--- src/rtl/coarse_sync_search_ctrl_pkg.sv ---
// coarse_sync_search_ctrl_pkg
//   Shared types and constants for the coarse SYNC search sequencer:
//   FSM state encoding, pattern/threshold/channel/PN widths, the reset
//   (detection-disabled) threshold and the threshold relaxation helper.
package coarse_sync_search_ctrl_pkg;

  localparam int unsigned PATTERN_LEN = 32;
  localparam int unsigned ADDR_W      = $clog2(PATTERN_LEN);
  localparam int unsigned THR_W       = 11;
  localparam int unsigned CHAN_W      = 4;
  localparam int unsigned PN_W        = 32;

  localparam logic [THR_W-1:0] THR_RESET = 11'h7FF;

  typedef enum logic [2:0] {
    ST_IDLE   = 3'd0,
    ST_LOAD   = 3'd1,
    ST_SETTLE = 3'd2,
    ST_SEARCH = 3'd3,
    ST_FOUND  = 3'd4,
    ST_FAIL   = 3'd5
  } state_t;

  // One extra bit catches the borrow; a threshold already below the floor
  // is returned untouched so the floor never raises it.
  function automatic logic [THR_W-1:0] thr_relax(
    input logic [THR_W-1:0] thr,
    input int unsigned      step,
    input int unsigned      floor
  );
    logic [THR_W:0] diff;
    diff = {1'b0, thr} - (THR_W+1)'(step);
    if (thr < THR_W'(floor))
      return thr;
    else if (diff[THR_W] || (diff[THR_W-1:0] < THR_W'(floor)))
      return THR_W'(floor);
    else
      return diff[THR_W-1:0];
  endfunction

endpackage

--- src/rtl/coarse_sync_pattern_loader.sv ---
// coarse_sync_pattern_loader
//   Streams the hop pattern from the hop table into the correlator.
//   Ports:
//     i_clk, i_rst   clock, synchronous active-high reset
//     i_start        one-cycle pulse: begin a load on the next cycle
//     i_abort        kills an in-progress load and the pending strobe
//     i_rdata        hop-table data, valid one cycle after o_raddr
//     o_raddr        hop-table read address, steps 0..PATTERN_LEN-1
//     o_chan         registered hop channel stream
//     o_en           one-cycle strobe aligned with entry 0 on o_chan
//     o_done         high on the last load cycle (entry 31 on o_chan)
module coarse_sync_pattern_loader
  import coarse_sync_search_ctrl_pkg::*;
(
  input  logic              i_clk,
  input  logic              i_rst,
  input  logic              i_start,
  input  logic              i_abort,
  input  logic [CHAN_W-1:0] i_rdata,
  output logic [ADDR_W-1:0] o_raddr,
  output logic [CHAN_W-1:0] o_chan,
  output logic              o_en,
  output logic              o_done
);

  localparam int unsigned CNT_W = ADDR_W + 1;

  logic              r_active;
  logic [CNT_W-1:0]  r_cnt;
  logic [ADDR_W-1:0] r_addr;
  logic              r_dv;
  logic              r_dfirst;
  logic [CHAN_W-1:0] r_chan;
  logic              r_en;
  logic              w_done;

  // Address phase spans PATTERN_LEN cycles; two more cover table read
  // latency and the output register.
  assign w_done = r_active && (r_cnt == CNT_W'(PATTERN_LEN + 1));

  always_ff @(posedge i_clk) begin
    if (i_rst) begin
      r_active <= 1'b0;
      r_cnt    <= '0;
      r_addr   <= '0;
      r_dv     <= 1'b0;
      r_dfirst <= 1'b0;
      r_chan   <= '0;
      r_en     <= 1'b0;
    end else if (i_abort) begin
      r_active <= 1'b0;
      r_cnt    <= '0;
      r_addr   <= '0;
      r_dv     <= 1'b0;
      r_dfirst <= 1'b0;
      r_en     <= 1'b0;
    end else begin
      if (i_start) begin
        r_active <= 1'b1;
        r_cnt    <= '0;
        r_addr   <= '0;
      end else if (r_active) begin
        r_cnt <= r_cnt + 1'b1;
        if (r_addr != '1)
          r_addr <= r_addr + 1'b1;
        if (w_done)
          r_active <= 1'b0;
      end
      // Valid/first flags travel alongside the table's one-cycle latency.
      r_dv     <= r_active && (r_cnt < CNT_W'(PATTERN_LEN));
      r_dfirst <= r_active && (r_cnt == '0);
      if (r_dv)
        r_chan <= i_rdata;
      r_en <= r_dfirst;
    end
  end

  assign o_raddr = r_addr;
  assign o_chan  = r_chan;
  assign o_en    = r_en;
  assign o_done  = w_done;

endmodule

--- src/rtl/coarse_sync_search_ctrl.sv ---
// coarse_sync_search_ctrl
//   Sequencer for the four-channel coarse SYNC correlator: loads hop
//   pattern + PN, programs the threshold, runs a bounded search window and
//   retries with a relaxed threshold before reporting failure.
//   Ports:
//     logic_clk_in, logic_rst_in   clock, synchronous active-high reset
//     search_start_in/abort_in     start pulse (IDLE only), level abort
//     pn_code_in, thr_init_in      latched on an accepted start
//     hop_raddr_out/hop_rdata_in   hop-table read port (1-cycle latency)
//     sync_pn_out, sync_hop_chan_out, sync_pn_hop_en_out, decision_term_out
//                                  correlator programming
//     correlate_success_in/peak_in correlator result
//     sync_found_out, sync_peak_out, sync_fail_out  search result
//     busy_out, retry_cnt_out, ctrl_state_out       status
module coarse_sync_search_ctrl
  import coarse_sync_search_ctrl_pkg::*;
#(
  parameter int unsigned SETTLE_CYCLES = 160,
  parameter int unsigned WINDOW_CYCLES = 20000,
  parameter int unsigned MAX_RETRY     = 3,
  parameter int unsigned THR_STEP      = 16,
  parameter int unsigned THR_FLOOR     = 64
) (
  input  logic              logic_clk_in,
  input  logic              logic_rst_in,
  input  logic              search_start_in,
  input  logic              search_abort_in,
  input  logic [PN_W-1:0]   pn_code_in,
  input  logic [THR_W-1:0]  thr_init_in,
  output logic [ADDR_W-1:0] hop_raddr_out,
  input  logic [CHAN_W-1:0] hop_rdata_in,
  output logic [PN_W-1:0]   sync_pn_out,
  output logic [CHAN_W-1:0] sync_hop_chan_out,
  output logic              sync_pn_hop_en_out,
  output logic [THR_W-1:0]  decision_term_out,
  input  logic              correlate_success_in,
  input  logic [THR_W-1:0]  correlate_peak_in,
  output logic              sync_found_out,
  output logic [THR_W-1:0]  sync_peak_out,
  output logic              sync_fail_out,
  output logic              busy_out,
  output logic [1:0]        retry_cnt_out,
  output logic [2:0]        ctrl_state_out
);

  state_t           r_state;
  state_t           w_next;
  logic [15:0]      r_cnt;
  logic [1:0]       r_retry;
  logic [THR_W-1:0] r_thr;
  logic [PN_W-1:0]  r_pn;
  logic [THR_W-1:0] r_peak;

  logic w_start_ok;
  logic w_load_done;
  logic w_settle_done;
  logic w_timeout;
  logic w_hit;
  logic w_retry;
  logic w_load_go;

  assign w_start_ok    = (r_state == ST_IDLE) && search_start_in && !search_abort_in;
  assign w_settle_done = (r_state == ST_SETTLE) && (r_cnt == 16'(SETTLE_CYCLES - 1));
  assign w_timeout     = (r_state == ST_SEARCH) && (r_cnt == 16'(WINDOW_CYCLES - 1));
  assign w_hit         = (r_state == ST_SEARCH) && correlate_success_in && !search_abort_in;
  // A hit on the final window cycle takes precedence over the timeout.
  assign w_retry       = w_timeout && !correlate_success_in && !search_abort_in &&
                         (r_retry != 2'(MAX_RETRY));
  assign w_load_go     = w_start_ok || w_retry;

  coarse_sync_pattern_loader u_loader (
    .i_clk   (logic_clk_in),
    .i_rst   (logic_rst_in),
    .i_start (w_load_go),
    .i_abort (search_abort_in),
    .i_rdata (hop_rdata_in),
    .o_raddr (hop_raddr_out),
    .o_chan  (sync_hop_chan_out),
    .o_en    (sync_pn_hop_en_out),
    .o_done  (w_load_done)
  );

  always_ff @(posedge logic_clk_in) begin
    if (logic_rst_in)
      r_state <= ST_IDLE;
    else
      r_state <= w_next;
  end

  always_comb begin
    w_next = r_state;
    if (search_abort_in) begin
      w_next = ST_IDLE;
    end else begin
      case (r_state)
        ST_IDLE:   if (search_start_in) w_next = ST_LOAD;
        ST_LOAD:   if (w_load_done) w_next = ST_SETTLE;
        ST_SETTLE: if (w_settle_done) w_next = ST_SEARCH;
        ST_SEARCH: begin
          if (correlate_success_in)
            w_next = ST_FOUND;
          else if (w_timeout)
            w_next = (r_retry == 2'(MAX_RETRY)) ? ST_FAIL : ST_LOAD;
        end
        ST_FOUND:  w_next = ST_IDLE;
        ST_FAIL:   w_next = ST_IDLE;
        default:   w_next = ST_IDLE;
      endcase
    end
  end

  always_comb begin
    sync_found_out = 1'b0;
    sync_fail_out  = 1'b0;
    busy_out       = 1'b0;
    ctrl_state_out = r_state;
    if (r_state == ST_FOUND) sync_found_out = 1'b1;
    if (r_state == ST_FAIL)  sync_fail_out  = 1'b1;
    if (r_state != ST_IDLE)  busy_out       = 1'b1;
  end

  // Shared counter: SETTLE length, then restarts from zero as the window.
  always_ff @(posedge logic_clk_in) begin
    if (logic_rst_in) begin
      r_cnt   <= '0;
      r_retry <= '0;
      r_thr   <= THR_RESET;
      r_pn    <= '0;
      r_peak  <= '0;
    end else begin
      if (((r_state == ST_SETTLE) && !w_settle_done) || (r_state == ST_SEARCH))
        r_cnt <= r_cnt + 1'b1;
      else
        r_cnt <= '0;

      if (w_start_ok) begin
        r_pn    <= pn_code_in;
        r_thr   <= thr_init_in;
        r_retry <= '0;
        r_peak  <= '0;
      end
      if (w_hit)
        r_peak <= correlate_peak_in;
      if (w_retry) begin
        r_retry <= r_retry + 1'b1;
        r_thr   <= thr_relax(r_thr, THR_STEP, THR_FLOOR);
      end
    end
  end

  assign sync_pn_out       = r_pn;
  assign decision_term_out = r_thr;
  assign sync_peak_out     = r_peak;
  assign retry_cnt_out     = r_retry;

endmodule

--- config.mk ---
export PLATFORM = sky130hd
export DESIGN_NAME = coarse_sync_search_ctrl
export DESIGN_NICKNAME = d
export VERILOG_FILES = /design/src/rtl/coarse_sync_search_ctrl_pkg.sv /design/src/rtl/coarse_sync_pattern_loader.sv /design/src/rtl/coarse_sync_search_ctrl.sv
export SDC_FILE = /design/constraint.sdc
export NUM_CORES = 1
export LEC_CHECK = 0
export BUFFER_PORTS_ARGS = -buffer_cell sky130_fd_sc_hd__buf_2
export CAP_MARGIN = 20
export CORE_ASPECT_RATIO = 2
export CORE_UTILIZATION = 45
export DETAILED_ROUTE_END_ITERATION = 8
export PLACE_DENSITY = 0.75
export SLEW_MARGIN = 25
export SYNTH_ARGS = -nofsm -noshare
export SYNTH_HDL_FRONTEND = slang
export SYNTH_HIERARCHICAL = 1
export SYNTH_SLANG_ARGS = --single-unit
--- constraint.sdc ---
create_clock -name logic_clk_in -period 3.4 [get_ports logic_clk_in]
set_input_delay 0.51 -clock logic_clk_in [delete_from_list [all_inputs] [get_ports logic_clk_in]]
set_output_delay 0.51 -clock logic_clk_in [all_outputs]
set_load 0.01 [all_outputs]
==> impl_metrics.json <==
{
  "cp-end-kind": "register",
  "die_area_um2": 9300,
  "port_buffers": 134,
  "min_period_ns": 2.35,
  "cts_buffer_depth": 2,
  "place_congestion": 0.861,
  "grt_pass1_vias": 3456,
  "cp-start-kind": "register",
  "crit_arrival_ns": 2.59,
  "multi_input_area_um2": 1950,
  "reg2reg_depth": 6,
  "cts_num_sinks": 94,
  "cts_buffers": 9,
  "antenna_cells": 0,
  "floorplan.initialDensity": 0.463,
  "outcome": "completed",
  "yosys-top-cells-count": "dfxtp_1, nand2_1, nor2_1",
  "hold_depth": 3,
  "finalCritPeriodShare": 0.692,
  "synth_top_area_share": 0.470,
  "synthAdderAreaFrac": 0.0250,
  "skew_ns": 0.00670,
  "layout.nets": 663,
  "insertion_delay_ns": 0.34,
  "pin_count": 135,
  "drt_wl_total_um": 10100,
  "cts_tree": "yes",
  "synth_area_leaders": "dfxtp_1, nand2_1, a21oi_1",
  "final_util": 0.576,
  "place_area_um2": 4710,
  "cts_setup_buffers": 0,
  "synth.distinct_cells": 55,
  "ys_ff_latch": 94,
  "fillers": 836,
  "synth_top_flop_cell": "dfxtp_1",
  "core_area_um2": 8650,
  "fmax_mhz": 425,
  "stdcell_count": 695,
  "antenna_found_initial": 0,
  "final_area_um2": 4980,
  "max_stage_delay_ns": 0.71,
  "hold_slack_ns": 0.391,
  "yosysWarnings": 6,
  "slew_violations": 0,
  "required_ns": 3.64,
  "grt_pass1_wl_um": 15600,
  "synth_compound_area_frac": 0.125,
  "setup_tns_ns": 0,
  "clk_transition_reported_paths_ns": 0.06,
  "num_rows": 48,
  "synthMuxAreaShare": 0.0178,
  "vias": 3758,
  "synth.most_common_cell": "dfxtp_1",
  "drt_first_pass_iters": 4,
  "antenna_left": 0,
  "async_flop_share": 0,
  "syn_area_um2": 4000,
  "powerDensity_nw_per_um2": 463,
  "drive_above_1_share": 0.272,
  "hold_viol": 0,
  "peakVddDrop_uv": 288,
  "cts-root-buf": "clkbuf_16",
  "tightest_slew_ns": 0.767,
  "die_width_um": 68.7,
  "overflow": 0,
  "ctsHoldBuffers": 0,
  "ys_seq_area_frac": 0.470,
  "synth_top_family_by_area": "simple AND/OR/NAND/NOR gates",
  "seq_area_um2": 1880,
  "crit_chain": "or4b_2, nor4_4, a21oi_1, inv_1, and4b_1, nor4_1",
  "synth_edf_count": 0,
  "dr.first_iter.drc_count": 187,
  "cts.htree.levels": 3,
  "drt-vias-per-instance": 5.41,
  "synth_xor_xnor_area_share": 0.0460,
  "crit_cells": 6,
  "grtUsageTotal": 0.225,
  "hold_class": "in -> reg",
  "syn-mean-instance-area_um2": 8.53,
  "wl_per_cell_um": 14.6,
  "path_buf_inv": 1,
  "critPathMaxFanout": 7,
  "cp_top_family": "simple AND/OR/NAND/NOR gates",
  "yosys.area.top_type": "dfxtp_1",
  "rsz0062_at_grt": "false",
  "relSlewSlack": 0.484,
  "grt_max_degree": 45,
  "areaGrowthSynthToFinish_pct": 24.5,
  "dp_cells": 681,
  "drc_errors": 0,
  "synth_nets": 540,
  "critPathSlowestCell": "or4b_2",
  "dp_hpwl_um": 7450,
  "synthSimpleGateAreaFrac": 0.274,
  "syn_inst": 469,
  "ctsResizeCount": 0,
  "setup_viol": 0,
  "cap_violations": 0,
  "worst-setup-path-type": "reg -> reg",
  "fp.dieH_um": 135,
  "power_leakage_nw": 2.16
}
cell type report:
class / count / area share
clock buffers: 9 / 0.0452
flip-flops and latches: 94 / 0.378
multi-input cells: 339 / 0.392
inverters: 8 / 0.00602
well taps: 100 / 0.0251
repair buffers: 140 / 0.144
clock inverters: 5 / 0.0105
report_power, final:
group          switching, mW  total [mW]  internal (mW)
Combinational          0.114       0.199         0.0856
Clock                  0.390       0.946          0.557
Sequential            0.0279        1.16           1.13
Total                  0.531        2.31           1.78
cells in the final DEF, fill, tap and decap left out, types with 2 or more instances in the layout:
| cell type | synthesis | final |
|---|---|---|
| buf_2 | 2 | 134 |
| dfxtp_1 | 94 | 94 |
| nand2_1 | 88 | 88 |
| nor2_1 | 48 | 48 |
| a21oi_1 | 45 | 45 |
| nand3_1 | 18 | 18 |
| xor2_1 | 15 | 15 |
| a22oi_1 | 11 | 11 |
| nand4_1 | 10 | 10 |
| clkbuf_16 | 0 | 9 |
| and3_1 | 8 | 8 |
| inv_1 | 8 | 8 |
| ha_1 | 8 | 8 |
| or3_1 | 7 | 7 |
| nor3_1 | 7 | 7 |
| mux2i_1 | 6 | 6 |
| xnor2_1 | 6 | 6 |
| buf_4 | 1 | 6 |
| o21ai_0 | 5 | 5 |
| nand3b_1 | 4 | 4 |
| nor3b_1 | 4 | 4 |
| and2_1 | 3 | 3 |
| nand2b_1 | 3 | 3 |
| o21bai_1 | 3 | 3 |
| nor2b_1 | 3 | 3 |
| nor4b_1 | 3 | 3 |
| o211ai_1 | 3 | 3 |
| o31ai_1 | 3 | 3 |
| a221oi_1 | 3 | 3 |
| clkinv_2 | 0 | 3 |
| or4b_2 | 2 | 2 |
| nor4_1 | 2 | 2 |
final timing paths:
path                   from                    to  slack [ns]
min          thr_init_in[0]  decision_term_out[0]        0.39
min reg2reg        r_cnt[0]              r_cnt[0]        0.44
max                r_cnt[7]     u_loader/r_active        1.05
max reg2reg        r_cnt[7]     u_loader/r_active        1.05
through the flow:
| step | setup slack (ns) | power (mW) |
|---|---|---|
| after floorplan | 1.30 | 1.29 |
| after global placement | 1.09 | 1.38 |
| after detailed placement | 1.07 | 1.39 |
| after CTS | 1.04 | 2.33 |
| after global routing | 0.924 | 2.41 |
| final | 1.05 | 2.31 |
kinds of logic (layout without fill, tap and decap cells):
group,after synthesis,count (layout)
simple gates,221,221
flops,94,94
compound gates,82,82
buf+inv,36,162
xor+xnor,21,21
fa+ha+maj,8,8
mux,7,7
tightest hold or removal path, cell delays in order:
cell     delay (ns)
buf_2          0.08
a21oi_1        0.05
nand2_1        0.06
per-layer routing:
metal	vias to the layer above	GRT usage	part of all wire
met2	117	0.375	0.53
met1	1747	0.246	0.37
met5	-	0	0
met4	0	0.139	0.046
li1	1861	-	-
met3	33	0.0513	0.045
registers in the layout (all words and copies together), names as in the netlist:
signal	flops
u_loader/r_dv	1
r_cnt	16
u_loader/r_dfirst	1
u_loader/r_cnt	6
decision_term_out	11
sync_peak_out	11
u_loader/o_raddr	5
u_loader/o_chan	4
u_loader/r_active	1
u_loader/o_en	1
sync_pn_out	32
ctrl_state_out	3
retry_cnt_out	2
No activity file was read; power rests on OpenSTA's default activity.
